## config.mk

```make
export PLATFORM = sky130hd
export DESIGN_NAME = alu_issue_arbiter
export DESIGN_NICKNAME = d
export VERILOG_FILES = /design/src/rtl/alu_issue_arbiter.sv
export SDC_FILE = /design/constraint.sdc
export NUM_CORES = 1
export LEC_CHECK = 0
export ABC_AREA = 0
export BUFFER_PORTS_ARGS = -buffer_cell sky130_fd_sc_hd__buf_2
export CAP_MARGIN = 0
export CORE_AREA = 2 2 213 215
export DETAILED_ROUTE_END_ITERATION = 16
export DIE_AREA = 0 0 215 217
export PLACE_DENSITY_LB_ADDON = 0.08
export REMOVE_ABC_BUFFERS = 1
export SLEW_MARGIN = 20
export SYNTH_ARGS = -nofsm -noshare
export SYNTH_HDL_FRONTEND = slang
export SYNTH_SLANG_ARGS = --single-unit
```

## constraint.sdc

```tcl
create_clock -name clk -period 8.07 [get_ports clk]
set_input_delay 0.807 -clock clk [delete_from_list [all_inputs] [get_ports clk]]
set_output_delay 0.807 -clock clk [all_outputs]
set_load 0.03 [all_outputs]
```

## src/rtl/alu_issue_arbiter.sv

```systemverilog
// alu_issue_arbiter: round-robin issue controller for two requesters that share the pipelined ALU.
// Optional build macro ALU_ARB_PERF_EN adds saturating per-requester grant counters.
`timescale 1ns/1ps
module alu_issue_arbiter #(
    parameter int W       = 64,
    parameter int ALU_LAT = 2
) (
    input  logic         clk,
    input  logic         rst,
    input  logic         req0_valid,
    output logic         req0_ready,
    input  logic [3:0]   req0_opcode,
    input  logic [W-1:0] req0_a,
    input  logic [W-1:0] req0_b,
    input  logic         req1_valid,
    output logic         req1_ready,
    input  logic [3:0]   req1_opcode,
    input  logic [W-1:0] req1_a,
    input  logic [W-1:0] req1_b,
    output logic [3:0]   alu_opcode,
    output logic [W-1:0] alu_input1,
    output logic [W-1:0] alu_input2,
    output logic [4:0]   alu_shift,
    input  logic [W-1:0] alu_result,
    input  logic         alu_carry,
    output logic         resp0_valid,
    output logic         resp1_valid,
    output logic [W-1:0] resp_result,
    output logic         resp_carry,
    output logic         resp_zero,
    output logic         resp_sign,
    output logic         resp_err,
    input  logic         drain,
    output logic         idle
`ifdef ALU_ARB_PERF_EN
    ,
    output logic [15:0]  perf_grant0,
    output logic [15:0]  perf_grant1
`endif
);

    localparam int DEPTH = ALU_LAT + 1;

    typedef enum logic [1:0] {RUN, DRAINING, HALTED} state_t;

    typedef struct packed {
        logic v;
        logic id;
        logic err;
        logic isarith;
    } tag_t;

    state_t       r_state;
    state_t       w_state_nxt;
    logic         r_last;
    tag_t         r_tag [DEPTH];
    logic [3:0]   r_alu_opcode;
    logic [W-1:0] r_alu_in1;
    logic [W-1:0] r_alu_in2;

    logic         w_run;
    logic         w_grant0;
    logic         w_grant1;
    logic         w_fire;
    logic [3:0]   w_op;
    tag_t         w_tag_in;
    tag_t         w_tag_out;
    logic         w_drained;

    // r_last==1 means req1 won most recently, so req0 takes the next contested grant.
    assign w_run    = (r_state == RUN) && !rst;
    assign w_grant0 = w_run && req0_valid && (!req1_valid || r_last);
    assign w_grant1 = w_run && req1_valid && (!req0_valid || !r_last);
    assign w_fire   = w_grant0 || w_grant1;
    assign w_op     = w_grant1 ? req1_opcode : req0_opcode;

    assign req0_ready = w_grant0;
    assign req1_ready = w_grant1;

    always_comb begin
        // NOTE: every always_comb output gets a default first so no path can infer a latch.
        w_tag_in = '0;
        if (w_fire) begin
            w_tag_in.v       = 1'b1;
            w_tag_in.id      = w_grant1;
            w_tag_in.err     = (w_op > 4'd6);
            w_tag_in.isarith = (w_op <= 4'd1);
        end
    end

    // The last stage is retiring this cycle, so only the earlier stages count as still in flight.
    always_comb begin
        w_drained = 1'b1;
        for (int i = 0; i < DEPTH - 1; i++) begin
            if (r_tag[i].v) begin
                w_drained = 1'b0;
            end
        end
    end

    always_comb begin
        w_state_nxt = r_state;
        case (r_state)
            RUN:      if (drain) w_state_nxt = DRAINING;
            DRAINING: begin
                if (!drain)         w_state_nxt = RUN;
                else if (w_drained) w_state_nxt = HALTED;
            end
            HALTED:   if (!drain) w_state_nxt = RUN;
            default:  w_state_nxt = RUN;
        endcase
    end

    always_ff @(posedge clk or posedge rst) begin
        if (rst) begin
            r_state <= RUN;
        end else begin
            // NOTE: sequential state uses non-blocking assignment so all flops update from pre-edge values.
            r_state <= w_state_nxt;
        end
    end

    always_ff @(posedge clk or posedge rst) begin
        if (rst) begin
            r_last       <= 1'b1;
            r_alu_opcode <= 4'hF;
            r_alu_in1    <= '0;
            r_alu_in2    <= '0;
            // NOTE: the tag pipe is reset entry by entry; a surviving v bit would emit a phantom response.
            for (int i = 0; i < DEPTH; i++) begin
                r_tag[i] <= '0;
            end
        end else begin
            r_tag[0] <= w_tag_in;
            for (int i = 1; i < DEPTH; i++) begin
                r_tag[i] <= r_tag[i-1];
            end
            if (w_fire) begin
                r_last       <= w_grant1;
                r_alu_opcode <= w_op;
                r_alu_in1    <= w_grant1 ? req1_a : req0_a;
                r_alu_in2    <= w_grant1 ? req1_b : req0_b;
            end else begin
                r_alu_opcode <= 4'hF;
            end
        end
    end

    assign alu_opcode = r_alu_opcode;
    assign alu_input1 = r_alu_in1;
    assign alu_input2 = r_alu_in2;
    assign alu_shift  = 5'd0;

    // The ALU only refreshes carry on ADD/SUB, so it is masked for every other op.
    assign w_tag_out   = r_tag[DEPTH-1];
    assign resp0_valid = w_tag_out.v && !w_tag_out.id;
    assign resp1_valid = w_tag_out.v && w_tag_out.id;
    assign resp_result = w_tag_out.v ? alu_result : '0;
    assign resp_carry  = w_tag_out.v && w_tag_out.isarith && alu_carry;
    assign resp_zero   = w_tag_out.v && (alu_result == '0);
    assign resp_sign   = w_tag_out.v && alu_result[W-1];
    assign resp_err    = w_tag_out.v && w_tag_out.err;

    assign idle = (r_state == HALTED);

`ifdef ALU_ARB_PERF_EN
    logic [15:0] r_perf0;
    logic [15:0] r_perf1;

    always_ff @(posedge clk or posedge rst) begin
        if (rst) begin
            r_perf0 <= '0;
            r_perf1 <= '0;
        end else begin
            if (w_grant0 && (r_perf0 != 16'hFFFF)) r_perf0 <= r_perf0 + 16'd1;
            if (w_grant1 && (r_perf1 != 16'hFFFF)) r_perf1 <= r_perf1 + 16'd1;
        end
    end

    assign perf_grant0 = r_perf0;
    assign perf_grant1 = r_perf1;
`endif

endmodule
```

# Yosys cells after proc, flatten, opt, wreduce, memory -nomap -nowiden
# Cells that the tools add are included.
# classes
reduce_logical	23
eq_ne	5
mux	13
n_lt_le_gt_ge	2
# ops
cell	n
two-way mux 64 bit	3
zero test 64 bit	1
logical AND 1 bit	12
two-way mux 4 bit	3
two-way mux 2 bit	4
case mux 2 bit (3 select lines)	1
zero test 1 bit	5
> comparator 4 x 3 -> 1 bit (second input constant)	1
less-or-equal comparator 4 x 1 -> 1 bit (second input constant)	1
!= test 2 bit (second input constant)	2
logical OR 1 bit	3
!= test 3 bit (second input constant)	1
AND reduction 3 bit	1
equality test 2 x 1 -> 1 bit (second input constant)	1
equality test 2 bit (second input constant)	1
zero test 2 bit	1
two-way mux 1 bit	2
# totals
inputBits	334
elab_cells	60
regBits	147

# Logic depth before layout (Yosys ltp)
# depth
word_depth	7
ltp_mapped	8
depth_no_buf	5

# Least setup slack after synthesis
# OpenSTA, ideal clock, no wires.
# synth_path
path_kind	input -> output
from	in alu_result[26]
to	out resp_zero
stages	4
setup_slack_ns	4.977
t_arrival_ns	2.286
path_cell_list	nor4_1 > and4_1 > nand3_1 > nor4_1
# synth_via
elab_chain_cells	2
# synth_lines
element	line_no	text
start, declared	24	input logic [W-1:0] alu_result,
zero test 64 bit	160	assign resp_zero = w_tag_out.v && (alu_result == '0);
logical AND 1 bit	160	
end, declared	30	output logic resp_zero,
# No other way between the ends.

# Worst setup path after layout
# layout_path
from	reg r_state[0]
to	out req1_ready
# layout_via
elab_chain_cells	4
# layout_lines
element	line_no	text
start, declared	53	state_t r_state;
start signal, assigned	119	r_state <= w_state_nxt;
zero test 2 bit	71	assign w_run = (r_state == RUN) && !rst;
logical AND 1 bit	71	
logical AND 1 bit (2 in series)	73	assign w_grant1 = w_run && req1_valid && (!req0_valid || !r_last);
end, declared	16	output logic req1_ready,
# No other way between the ends.

==> run metrics <==
status complete, no violations; CTS max path bufs 2; GR Util All Layers 14.5%; routed wire length between 30000 and 40000 µm; flops & latches, synth 147; Crit-path slowest cell inv_4; Slew Limit Fails 0; Worst Path Class, Setup reg2out; die width 215 µm; layout cells sized above 1 a little over two fifths; post-route minimum period slightly below 4 ns; Final Cycle Share 47.9%; total grt overflow 0; top cells by area, synth dfrtp_1, nand2_1, a31oi_1; mapped cell area 7100 µm²; largest net degree at the start of global routing 92; Core Footprint approximately 45000 µm²; Crit path arrival time just over 3 ns; # IOs 544; HPWL after DPL 26300 µm; router iterations before antenna repair 4; antenna violations before repair 14; CP Cell Sequence nor3_4 -> nand3_4 -> inv_4 -> buf_12 -> buf_2; Final Net Count 1690; Final ANT Viol Nets 0; total negative setup slack 0 ns; final hold violation count 0; CP max stage delay 0.57 ns; critical-path maximum fanout 91; Routability Congestion 0.821; row count 78; Most used DFF post-synth dfrtp_1; Worst Skew 0.00787 ns; Worst setup SP type flip-flop; clk root buf clkbuf_16; Clock Sinks ~150; Least-Margin Pin Slew roughly 0.97 ns; fillers 5125; Hold WC Path Type reg2reg; Syn Area/Cell roughly 8.3 µm²; Initial Utilization 15.9%; CTS Hold Bufs 0; final setup fails 0; Non-Filler Instances 1973; EDFF count, synth 0; PD cells 292 nW/µm²; Synth top area share 50.0%; Synth-to-Final Area Change 52.8%; cell with the most instances after synthesis nand2_1; Post-synth ARST share 100%; crit path buf inv count 3; cts bufs inserted 17; Port-buffer cells 538; PostCTS Resize Cnt 0; Slew Limit Headroom between 30 and 40%; MaxCap Viol Count 0; post-DR wirelength/cell ~17 µm; Die ar. 46700 µm²; Post-CTS Setup Inserts 0; Distinct cells, synth 30; vias in the first global route 8041; drc violations 0; die height 217 µm; Post-synth top cells nand2_1, dfrtp_1, nor2_1; RSZ-0062 raised after global routing no; sequential area share after synthesis 51.9%; Top Family by Delay on Critical Path buffers and inverters; Clock transition at path regs 0.06 ns; initial drt markers 294; Clk Latency, worst-skew pair 0.45 ns; Synth warnings 0; routed vias/inst 3.99; Crit path required time 7.26 ns; Post-Place Cells between 1500 and 2000; post-synthesis instance total 858; Max VDD drop approximately 0.15 mV; first-pass GRT wire length 50200 µm; TritonCTS clock tree built; cell taking the most area after synthesis dfrtp_1; number of H-tree levels 4; Max Freq roughly 260 MHz; Critical Path End Type primary output; vias 7880; P_leak 0.00540 µW
flip-flops by register name, indices dropped and copies added, names as in the netlist:
register	count
alu_input1	64
r_state	2
alu_input2	64
alu_opcode	4
r_last	1
r_tag	12
cell type report:
| cell class | instances | area, µm² | share of cell area [%] |
|---|---|---|---|
| timing repair buffer | 546 | 2770 | 25.5 |
| clock buffer | 29 | 541 | 4.98 |
| sequential | 147 | 3680 | 34.0 |
| inverter | 4 | 22.5 | 0.208 |
| tap | 600 | 751 | 6.92 |
| clock inverter | 3 | 42.5 | 0.392 |
| antenna | 4 | 10.0 | 0.0923 |
| multi-input combinational | 640 | 3030 | 28.0 |
cells in the final DEF (no fill, tap or decap), types with 2 or more instances in the layout:
cell type and n:
buf_4 7, nor2b_1 2, diode_2 4, clkbuf_8 7, and2_1 66, nand4_1 2, buf_2 538, a311oi_1 2
nor2_1 131, clkbuf_1 5, nor3_1 3, nand3_1 5, conb_1 5, a21oi_1 3, nand2_1 266, clkbuf_16 17
inv_1 2, dfrtp_1 142, dfstp_2 5, a31oi_1 129, nor4_1 15
final timing paths:
path / cells after the start / end / slack, ns / start
max reg2reg: 4 / r_tag[9] / 5.20 / r_state[0]
min: 0 / r_tag[4] / 0.35 / r_tag[8]
min reg2reg: 0 / r_tag[4] / 0.35 / r_tag[8]
min in group asynchronous: 2 / alu_input1[50] / 0.40 / rst
max: 5 / req1_ready / 4.20 / r_state[0]
max in group asynchronous: 3 / alu_input1[23] / 6.52 / rst
cells by family after synthesis:
group	count (synthesis)	share of synthesized area [%]
compound gates	137	12.2
buf+inv	75	5.83
mux	1	0.141
other cells	1	0.0528
simple gates	497	29.9
flops	147	51.9
worst register-to-register path: cells and delay by family (launching register included):
family / cells / cell delay [ns]
buffers and inverters: 1 / 0.83
AO/OA/AOI/OAI: 1 / 0.79
AND/OR/NAND/NOR: 2 / 0.72
flip-flops: 1 / 0.43
where the power goes:
part,internal [µW],switching (µW)
combinational,374,907
clock,482,332
sequential,957,113
stage by stage:
stage	area, µm²	hold WS (ns)	worst slack [ns]	utilization [%]	power (µW)
floorplan	6720	0.331	2.28	-	1910
global placement	10300	0.331	4.13	22.9	2400
detailed placement	10300	0.335	4.10	22.9	2400
CTS	10800	0.348	4.03	24.3	3240
global route	10900	0.354	3.90	24.3	3380
finish	10900	0.346	4.20	24.3	3170
layer usage:
layer	up-vias	global-route usage [%]	wire length, µm
met5	-	0	126
met4	20	8.28	1490
met3	66	6.29	3300
met2	348	25.1	17000
met1	3610	14.6	12500
li1	3836	-	-
No activity file was read; power rests on OpenSTA's default activity.
